[src/rtl/fifo_to_mem_wr_ctrl.sv]
// fifo_to_mem_wr_ctrl
// Drains a fixed-length burst of words from a sync FIFO and issues each word
// as a single memory write request. Each request gets its own address, which
// steps by ADDR_STEP. A one-cycle done pulse closes the burst.
//
// Handshake: mem_req is a valid. It stays high, and mem_addr/mem_wdata stay
// frozen, until a cycle in which mem_req and mem_ack are both high. That
// cycle is the transfer. mem_ack is ignored in every other cycle.
module fifo_to_mem_wr_ctrl #(
   parameter int DATA_WIDTH  = 256,
   parameter int ADDR_WIDTH  = 32,
   parameter int LEN_WIDTH   = 8,
   parameter int ADDR_STEP   = 32,
   parameter int OUTPUT_MODE = 0
) (
   input  logic                  clk,
   input  logic                  rst_n,
   input  logic                  start,
   input  logic [ADDR_WIDTH-1:0] base_addr,
   input  logic [LEN_WIDTH-1:0]  burst_len,
   output logic                  busy,
   output logic                  done,
   output logic                  fifo_rd,
   input  logic [DATA_WIDTH-1:0] fifo_dout,
   input  logic                  fifo_empty,
   output logic                  mem_req,
   output logic [ADDR_WIDTH-1:0] mem_addr,
   output logic [DATA_WIDTH-1:0] mem_wdata,
   input  logic                  mem_ack,
   output logic [LEN_WIDTH-1:0]  words_done
);

   // In registered-output mode, read data appears one cycle after the pop.
   localparam bit REG_DOUT = (OUTPUT_MODE != 0);
   localparam logic [ADDR_WIDTH-1:0] STEP    = ADDR_WIDTH'(ADDR_STEP);
   localparam logic [LEN_WIDTH-1:0]  LEN_ONE = LEN_WIDTH'(1);

   typedef enum logic [2:0] {
      S_IDLE    = 3'd0,
      S_FETCH   = 3'd1,
      S_WAIT_RD = 3'd2,
      S_REQ     = 3'd3,
      S_DONE    = 3'd4
   } state_t;

   state_t               state_q;
   state_t               state_d;
   logic [LEN_WIDTH-1:0] len_q;
   logic [LEN_WIDTH-1:0] words_next;
   logic                 start_ok;
   logic                 pop;
   logic                 ack_hit;

   assign words_next = words_done + LEN_ONE;
   assign start_ok   = (state_q == S_IDLE) && start && (burst_len != '0);
   assign pop        = (state_q == S_FETCH) && !fifo_empty;
   assign ack_hit    = (state_q == S_REQ) && mem_ack;

   // State register; reset abandons any burst in flight.
   always_ff @(posedge clk or negedge rst_n) begin
      if (!rst_n) begin
         state_q <= S_IDLE;
      end else begin
         state_q <= state_d;
      end
   end

   // Next-state logic and the strobes decoded from the current state.
   always_comb begin
      state_d = state_q;
      busy    = 1'b0;
      done    = 1'b0;
      fifo_rd = 1'b0;
      mem_req = 1'b0;
      case (state_q)
         S_IDLE: begin
            if (start) begin
               state_d = (burst_len != '0) ? S_FETCH : S_DONE;
            end
         end
         S_FETCH: begin
            busy    = 1'b1;
            fifo_rd = !fifo_empty;
            if (!fifo_empty) begin
               state_d = REG_DOUT ? S_WAIT_RD : S_REQ;
            end
         end
         S_WAIT_RD: begin
            busy    = 1'b1;
            state_d = S_REQ;
         end
         S_REQ: begin
            busy    = 1'b1;
            mem_req = 1'b1;
            if (mem_ack) begin
               state_d = (words_next == len_q) ? S_DONE : S_FETCH;
            end
         end
         S_DONE: begin
            done    = 1'b1;
            state_d = S_IDLE;
         end
         default: state_d = S_IDLE;
      endcase
   end

   // Burst parameters, address walk, and acknowledged-word count.
   always_ff @(posedge clk or negedge rst_n) begin
      if (!rst_n) begin
         len_q      <= '0;
         mem_addr   <= '0;
         words_done <= '0;
      end else if (start_ok) begin
         len_q      <= burst_len;
         mem_addr   <= base_addr;
         words_done <= '0;
      end else if (ack_hit) begin
         mem_addr   <= mem_addr + STEP;
         words_done <= words_next;
      end
   end

   // Write-data capture: in the pop cycle (comb FIFO) or one cycle later (registered FIFO).
   always_ff @(posedge clk or negedge rst_n) begin
      if (!rst_n) begin
         mem_wdata <= '0;
      end else if (!REG_DOUT && pop) begin
         mem_wdata <= fifo_dout;
      end else if (REG_DOUT && (state_q == S_WAIT_RD)) begin
         mem_wdata <= fifo_dout;
      end
   end

endmodule
[config.mk]
export PLATFORM = sky130hd
export DESIGN_NAME = fifo_to_mem_wr_ctrl
export DESIGN_NICKNAME = d
export VERILOG_FILES = /design/src/rtl/fifo_to_mem_wr_ctrl.sv
export SDC_FILE = /design/constraint.sdc
export NUM_CORES = 1
export LEC_CHECK = 0
export ABC_CLOCK_PERIOD_IN_PS = 3120
export CORE_AREA = 10 10 224 226
export CTS_CLUSTER_DIAMETER = 100
export CTS_CLUSTER_SIZE = 12
export DETAILED_ROUTE_END_ITERATION = 8
export DIE_AREA = 0 0 234 236
export GPL_TIMING_DRIVEN = 0
export HOLD_SLACK_MARGIN = 0.1
export PLACE_DENSITY = 0.54
export SYNTH_ARGS = -nofsm -noshare
export SYNTH_HDL_FRONTEND = slang
export SYNTH_SLANG_ARGS = --single-unit
[constraint.sdc]
create_clock -name clk -period 3.12 [get_ports clk]
set_input_delay 0.468 -clock clk [delete_from_list [all_inputs] [get_ports clk]]
set_output_delay 0.468 -clock clk [all_outputs]
set_load 0.02 [all_outputs]
==> run summary, run 1 <==
TritonCTS built the clock tree. The synthesized netlist contains 48 unique library cells. The min-delay analysis places its worst path in the category primary input to flop. The worst slack on hold paths came out at 441 ps.

Relative to the synthesized area, the layout overhead comes to 61.5%. dfrtp_1 is the most common cell in the netlist. The first-iteration detailed-routing DRC count is 361.

Traced cell by cell, the critical path runs through clkbuf_1 -> nor4b_4 -> buf_6 -> buf_4 -> clkbuf_1 -> buf_2 -> mux2_2. The number of vias per cell after detailed routing came out at 4.56. The overall fraction of global-route tracks in use came out at 0.180.

The total global routing overflow came out at 0. In the final layout, the share of cells above drive strength 1 is 0.216. The clock net in this run drives a total of 307 sinks. By area the synthesized netlist is led by dfrtp_1 (62%), mux2_2 (23%), nand2_1 (2.0%), buf_2 (1.1%), nand3_1 (0.85%). Setup violations remaining at the end of the flow were counted as 0. The portion of synthesized cell area occupied by the leading cell type came out at 0.622. The first detailed-routing pass took 4 iterations. The number of antenna violations at the first check in global routing is 13. For the finished layout, the period the worst path requires is 2810 ps. The count of synthesis-stage warnings from yosys came out at 0. The cell internal power dissipation is 13.3 mW. The via count of the first global-routing pass is 10.3k. Summing all multi-input logic gate instances after layout gives 0.00443 mm2.

The critical path is of the flop to flop type. Measured along the y axis, the die boundary spans 236 um. Of the total power, the share spent switching nets is 0.382. The final worst-path cycle share is 0.900. The count of final max-slew check failures came out at 0. The final HPWL from detailed placement is 41400 um. The simple-gate area share of the yosys netlist came out at 0.0705. The power share of the combinational group came out at 0.523.

The DRC violations left is 0. The number of placed instances, taps included, is 2088. The worst pin sits at a relative slew slack of 0.432. The main combinational cell family by area after synthesis is multiplexers. In this run the static leakage power is 8.10 nW. For the worst-skew pair, the clock arrives at the later sink with an insertion delay of 560 ps. The maximum fanout along the worst path is 11. In the synthesized netlist the dominant register cell turns out to be dfrtp_1. For the worst setup path, the data required time is 3560 ps. The share of flip-flops with an asynchronous set or reset came out at 1.00. The non-filler instance count after layout is 2121. The area of the die came out at 0.0552 mm2. The nature of the critical path endpoint is a flop. A synthesized cell averages 14.1 um2. For this design the total switching power over the nets is 8.19 mW. The count of input and output buffers came out at 600. The post-detailed-route wirelength per cell came out at 24.2 um.

The flow ran to the end, and the final reports show no timing, DRC or antenna violations. Ranked by instance count, the synthesized netlist is headed by dfrtp_1 (307), mux2_2 (256), nand2_1 (65), buf_2 (28), clkbuf_1 (22). The count of endpoints failing hold in the final timing report came out at 0. Of the total synthesized cell area, the portion taken by full adders, half adders and majority gates is 0.00203. The number of ports placed on the die boundary is 601. The stage delay of the slowest cell on the critical path is 530 ps. Clock tree synthesis inserted a total of 29 buffers. The first global-routing pass estimated 73700 um of wire. The number of flops mapped to enable cells by yosys is 0. The count of max-cap constraint violations came out at 0. The share of the Yosys chip area taken by registers is 0.622. Counting along the longest clock path gives a buffer depth of 3. The transition time at the pin with the least slew margin is 852 ps. Synthesis handed over a netlist of 879 instances. The number of nets handed over by synthesis was 1182. The portion of netlist area occupied by mux cells is 0.237.

The slowest library cell on the worst path is clkbuf_1. The synthesized design spends more area on one cell type than any other, namely dfrtp_1. The total negative slack came out at 0 ps.

The maximum frequency from static timing analysis is 356 MHz. The count of standard-cell rows came out at 79. Of the total power, registers draw 0.333.

Among the stages of the critical path, the cell type that occurs most often is clkbuf_1. The power density over cell area came out at 1080 mW/mm2. The global placement routability congestion is 0.791. The cell family contributing the most delay on the critical path is buffers and inverters. The pin count of the biggest net entering global routing is 108.

On the final layout, the worst clock skew is 11.4 ps. Of the total power, the clock network draws 0.145. Setup repair after global routing left no endpoint under its margin. STA classifies the critical path startpoint as a flop. The share of the synthesized area in compound gates (AO/OA/AOI/OAI) is 0.0387.

The die outline width is 234 um. The routed layout has 9672 vias. CTS built an H-tree with a depth of 1.

The initial utilization of the core area, before any placement, comes to 0.269. The clock edge transition at the registers on the reported setup and hold paths is 60 ps. Together, buffers and inverters on the worst path number 5.

The number of storage elements in the synthesis netlist came out at 307. Of the total synthesized cell area, the portion taken by XOR and XNOR cells is 0.0103. IR analysis of the VDD net gives a maximum drop of 0.495 mV. The data arrival time of the worst path is 3250 ps. The root buffer cell is clkbuf_16. The floorplan step defined a core boundary enclosing 0.0459 mm2. The layout net count came out at 1816.

The fill cell total of the finished layout is 4264. The register area is 0.00768 mm2. The area of the mapped netlist came out at 0.0124 mm2. Once detail routing completed, the nets flagged for antenna violations numbered 0. The final routed wirelength across all metal layers is 51400 um.
==> worst paths after layout <==
kind | startpoint | to | slack, ps | cells after the start
worst max-delay path | state_q[2] | mem_wdata[52] | 310 | 7
worst min-delay path | base_addr[3] | mem_addr[3] | 440 | 3
worst max register to register | state_q[2] | mem_wdata[52] | 310 | 7
worst min register to register | mem_addr[0] | mem_addr[0] | 490 | 2
max in group asynchronous | rst_n | mem_wdata[84] | 1460 | 3
min in group asynchronous | rst_n | mem_wdata[1] | 570 | 2
==> metrics by stage <==
step / total power [mW] / util / cell area, um2 / setup WS (ps)
final: 21.5 / 0.435 / 20000 / 313
after global routing: 22.7 / 0.435 / 20000 / 38.9
after CTS: 21.9 / 0.435 / 19900 / 21.6
after detailed placement: 18.6 / 0.418 / 19200 / -563
after global placement: 18.5 / 0.417 / 19100 / -12970
after floorplan: 12.6 / - / 12400 / 1070
==> power by group through the flow <==
stage,logic (mW),registers (mW),clock network [mW]
after floorplan,3.08,9.48,0
after global placement,11.4,7.15,0
after detailed placement,11.4,7.20,0
after CTS,11.5,7.16,3.25
after global routing,11.8,7.42,3.40
final,11.2,7.14,3.11
==> final cells by class <==
class                   instances  area share
flip-flops and latches        307       0.385
repair buffers                605       0.306
multi-input cells             515       0.222
well taps                     607      0.0381
clock buffers                  29      0.0364
plain buffers                  49      0.0110
inverters                       6     0.00113
clock inverters                 1    0.000376
diodes                          2    0.000251
==> worst min-delay path: cells and delay by family <==
| family | cells | cell delay, ps |
|---|---|---|
| buffers and inverters | 1 | 390 |
| AND/OR/NAND/NOR | 2 | 100 |
==> timing repair <==
action / in CTS / in global routing
hold endpoints to repair: 102 / 0
resized for setup: 2 / 2
buffers inserted: 2 / 0
pin swaps: 1 / 0
gates cloned: 0 / 0
endpoints found under the setup margin: 12 / 11
hold buffers: 1 / 0
==> placed cells by master, fill, tap and decap left out, drive strengths merged, types with 2 or more instances in the layout <==
master,count
o21ai,19
a311oi,2
nor2,19
mux2i,4
mux2,256
nand3,22
ha,2
buf,33
a221o,2
clkbuf,50
o211ai,6
clkdlybuf4s50,598
nor4b,3
nor3,6
diode,2
nand2,65
o41ai,2
nor3b,2
dfrtp,307
nand4,11
a31oi,15
xnor2,5
o31ai,5
and3,5
inv,6
or4,14
a21o,5
xor2,7
a21oi,7
or3,8
o311ai,3
nand4b,2
and2,8
==> state kept, by name, indices dropped and copies added (netlist names) <==
name and flops:
mem_addr 32, words_done 8, mem_wdata 256, len_q 8
state_q 3
==> layer usage <==
| layer | up-vias | global-route usage | wire (um) | part of all wire |
|---|---|---|---|---|
| met5 | - | 0 | 146 | 0.0028 |
| li1 | 4413 | - | - | - |
| met2 | 375 | 0.324 | 26600 | 0.52 |
| met1 | 4790 | 0.189 | 18200 | 0.35 |
| met4 | 20 | 0.0547 | 1370 | 0.027 |
| met3 | 74 | 0.0670 | 5040 | 0.098 |
==> cell families after synthesis <==
kind of cell	count (synthesis)
muxes	260
DFF	307
buffers and inverters	57
and+or+nand+nor	168
adders and majority gates	2
xor gates and xnor gates	13
AOI/OAI and AO/OA	72
Power figures use the tool's default switching activity.
==> run 2, diff against run 1 <==
--- a/config.mk
+++ b/config.mk
@@ -8,7 +8,7 @@
 export ABC_CLOCK_PERIOD_IN_PS = 3120
 export CORE_AREA = 10 10 224 226
 export CTS_CLUSTER_DIAMETER = 100
-export CTS_CLUSTER_SIZE = 12
+export CTS_CLUSTER_SIZE = 16
 export DETAILED_ROUTE_END_ITERATION = 8
 export DIE_AREA = 0 0 234 236
 export GPL_TIMING_DRIVEN = 0
==> run 2 against run 1 <==
Power decreased by 1.8%. Via count fell by 0.81%. Routed wire length down 0.31%. Die area unchanged. Sequential cell count is the same. Maximum frequency rose by 0.82%. Sequential share of layout area grew 0.27 points. Critical path depth unchanged. First-iteration DRC count is 13% higher. Clock power down 12%. Critical endpoint is now mem_wdata[60].
==> run summary, run 2 (synthesis results as in run 1) <==
The number of buffers created by CTS came out at 23. The via count of the first global-routing pass came out at 10.3k. The part of the power in registers came out at 0.338. For this run, the total global-route usage over all layers was measured as 0.179. The count of final max-slew check failures was 0.

The congestion estimate from routability-driven global placement came to 0.791. The worst clock skew on the final layout is 29.8 ps. After detailed routing, the number of remaining DRC violations is 0. The largest single stage delay on the critical path is 510 ps. The maximum frequency from static timing analysis came out at 359 MHz. The share of total power dissipated in combinational logic is 0.532.

The worst-case clock buffer depth came out at 3. The post-detailed-route wirelength per cell is 24.2 um. The number of antenna violations at the first check in global routing is 12.

The final worst-path cycle share is 0.892. Counting stages on the worst path, the most repeated cell is clkbuf_1. The global-route wire length before repair is 73500 um. The die is 234 um wide. The cell internal power dissipation came out at 13.0 mW. For this configuration, the core starts out at a cell density of 0.269. Leaving out fill and tap cells, the most frequent cells in the layout are clkdlybuf4s50_1 (598), dfrtp_1 (307), mux2_2 (256), nand2_1 (65), buf_2 (26). The total iterations of the first detailed-routing run is 4. The tool flagged a number of max-cap violations equal to 0.

The share of final-layout standard cells stronger than drive strength 1 is 0.212. The final HPWL from detailed placement is 41400 um. Hold is met by 457 ps.

The layout net count came out at 1810. The largest individual stage delay along the critical path comes from the cell clkbuf_1. At the later pin of the worst-skew pair, clock insertion delay measures 540 ps. mem_wdata holds more flip-flops than any other register. The count of endpoints failing hold in the final timing report is 0. Dividing the detail-routed via count by the number of cells gives 4.54. The floorplan core area came out at 0.0459 mm2.

The count of standard-cell rows is 79. By startpoint and endpoint, the worst setup path is classified as flop to flop. The total negative slack is 0 ps. The clock net sink count is 307. In this run the worst hold path is classified as primary input to flop. Setup repair after global routing left no endpoint under its margin. Leaving out fill and tap cells, the most frequent cell in the layout is clkdlybuf4s50_1. The clock edge transition at the registers on the reported setup and hold paths is 80 ps. In this run the tool buffered the top-level ports with 600 buffer cells.

For this block, the via count after detailed routing is 9594. The floorplan die height came out at 236 um. Of all nets on the critical path, the largest fanout is 11.

The number of flip-flops in the largest register is 256. The run finished with clean final reports. STA puts the critical path data arrival time at 3210 ps. The layout overhead on the synthesized area is 60.3%.

In this run the static leakage power is 8.03 nW. The H-tree level count came out at 1. The startpoint type of the worst setup path is a flop. The detail route stage leaves a number of antenna-violating nets equal to 0. Setup violations remaining at the end of the flow were counted as 0. The pin count of the biggest net entering global routing is 108. The cell family contributing the most delay on the critical path is buffers and inverters.

The number of ports placed on the die boundary came out at 601. The maximum vdd ir drop is 0.556 mV. The worst endpoint required time is 3540 ps.

The first-iteration detailed-routing DRC count came out at 409. The total global routing overflow came out at 0. Of the total power, the clock network draws 0.130. The final routed wirelength across all metal layers came out at 51200 um. The worst setup path is captured at a flop. The switching share of power is 0.386. The area of the die came out at 0.0552 mm2. For the pin with the worst max-slew slack, the measured transition is 846 ps. The root buffer cell chosen for the clock tree is clkbuf_16. The signal on the critical path passes through clkbuf_1 -> nor4b_4 -> buf_6 -> buf_4 -> clkbuf_1 -> buf_2 -> mux2_2.

The worst slew margin relative to its limit is 0.436. The power density over cell area is 1060 mW/mm2. The switching component of the power came out at 8.13 mW. Subtracting the final worst setup slack from the clock period gives 2780 ps. TritonCTS built the clock tree. The largest registers in the layout are mem_wdata: 256 flops, mem_addr: 32 flops.

Counting both buffers and inverters, the worst setup path holds a total of 5.
-- run 2: power by group through the flow --
| stage | combinational, mW | sequential (mW) | clock, mW |
|---|---|---|---|
| after floorplan | 3.08 | 9.48 | 0 |
| final | 11.2 | 7.13 | 2.74 |
| after global routing | 11.8 | 7.41 | 3.04 |
| after CTS | 11.5 | 7.15 | 2.88 |
| after detailed placement | 11.4 | 7.20 | 0 |
| after global placement | 11.4 | 7.15 | 0 |
-- run 2: final timing paths --
check	end	cells after the start	from	slack, ps
min in group asynchronous	mem_wdata[1]	2	rst_n	580
max reg2reg	mem_wdata[60]	7	state_q[2]	340
min reg2reg	mem_addr[0]	2	mem_addr[0]	490
min	mem_addr[3]	3	base_addr[3]	460
max in group asynchronous	mem_wdata[229]	3	rst_n	1450
max	mem_wdata[60]	7	state_q[2]	340
-- run 2: per-stage QoR --
stage / power, mW / setup slack [ps] / std cells / cell area, um2 / utilization
floorplan: 12.6 / 1070 / 879 / 12400 / -
global placement: 18.5 / -12970 / 2086 / 19100 / 0.417
detailed placement: 18.6 / -563 / 2088 / 19200 / 0.418
CTS: 21.5 / 37.8 / 2113 / 19800 / 0.432
global route: 22.3 / 28.6 / 2115 / 19800 / 0.432
finish: 21.1 / 336 / 2115 / 19800 / 0.432
-- run 2: layout make-up --
| type | count | area, um2 |
|---|---|---|
| Fill cell | 4289 | 26100 |
| Sequential cell | 307 | 7680 |
| Timing Repair Buffer | 605 | 6100 |
| Multi-Input combinational cell | 515 | 4430 |
| Tap cell | 607 | 759 |
| Clock buffer | 23 | 576 |
| Buffer | 49 | 220 |
| Inverter | 6 | 22.5 |
| Clock inverter | 1 | 16.3 |
| Antenna cell | 2 | 5.00 |
-- run 2: what timing repair did --
| item | 4_1_cts | 5_1_grt |
|---|---|---|
| setup buffers | 2 | 0 |
| setup endpoints to repair | 21 | 11 |
| endpoints found under the hold margin | 102 | 0 |
| resized for setup | 2 | 2 |
| hold buffers | 1 | 0 |
| pin swaps | 1 | 0 |
-- run 2: routing by layer --
metal | global-route usage | wire (um)
met4 | 0.0469 | 1150
met2 | 0.327 | 26800
met5 | 0 | 136
met3 | 0.0667 | 4800
met1 | 0.188 | 18300
-- run 2: worst reg2reg max path, stage by stage, from the launching register on --
cell and delay [ps]:
dfrtp_1 370, clkbuf_1 200, nor4b_4 310, buf_6 220
buf_4 190, clkbuf_1 510, buf_2 480, mux2_2 380
==> run 3, diff against run 2 <==
--- a/config.mk
+++ b/config.mk
@@ -5,6 +5,7 @@
 export SDC_FILE = /design/constraint.sdc
 export NUM_CORES = 1
 export LEC_CHECK = 0
+export ABC_AREA = 0
 export ABC_CLOCK_PERIOD_IN_PS = 3120
 export CORE_AREA = 10 10 224 226
 export CTS_CLUSTER_DIAMETER = 100
==> results of run 3 <==
No change in the layout: final DEF, timing and power equal those of run 2.
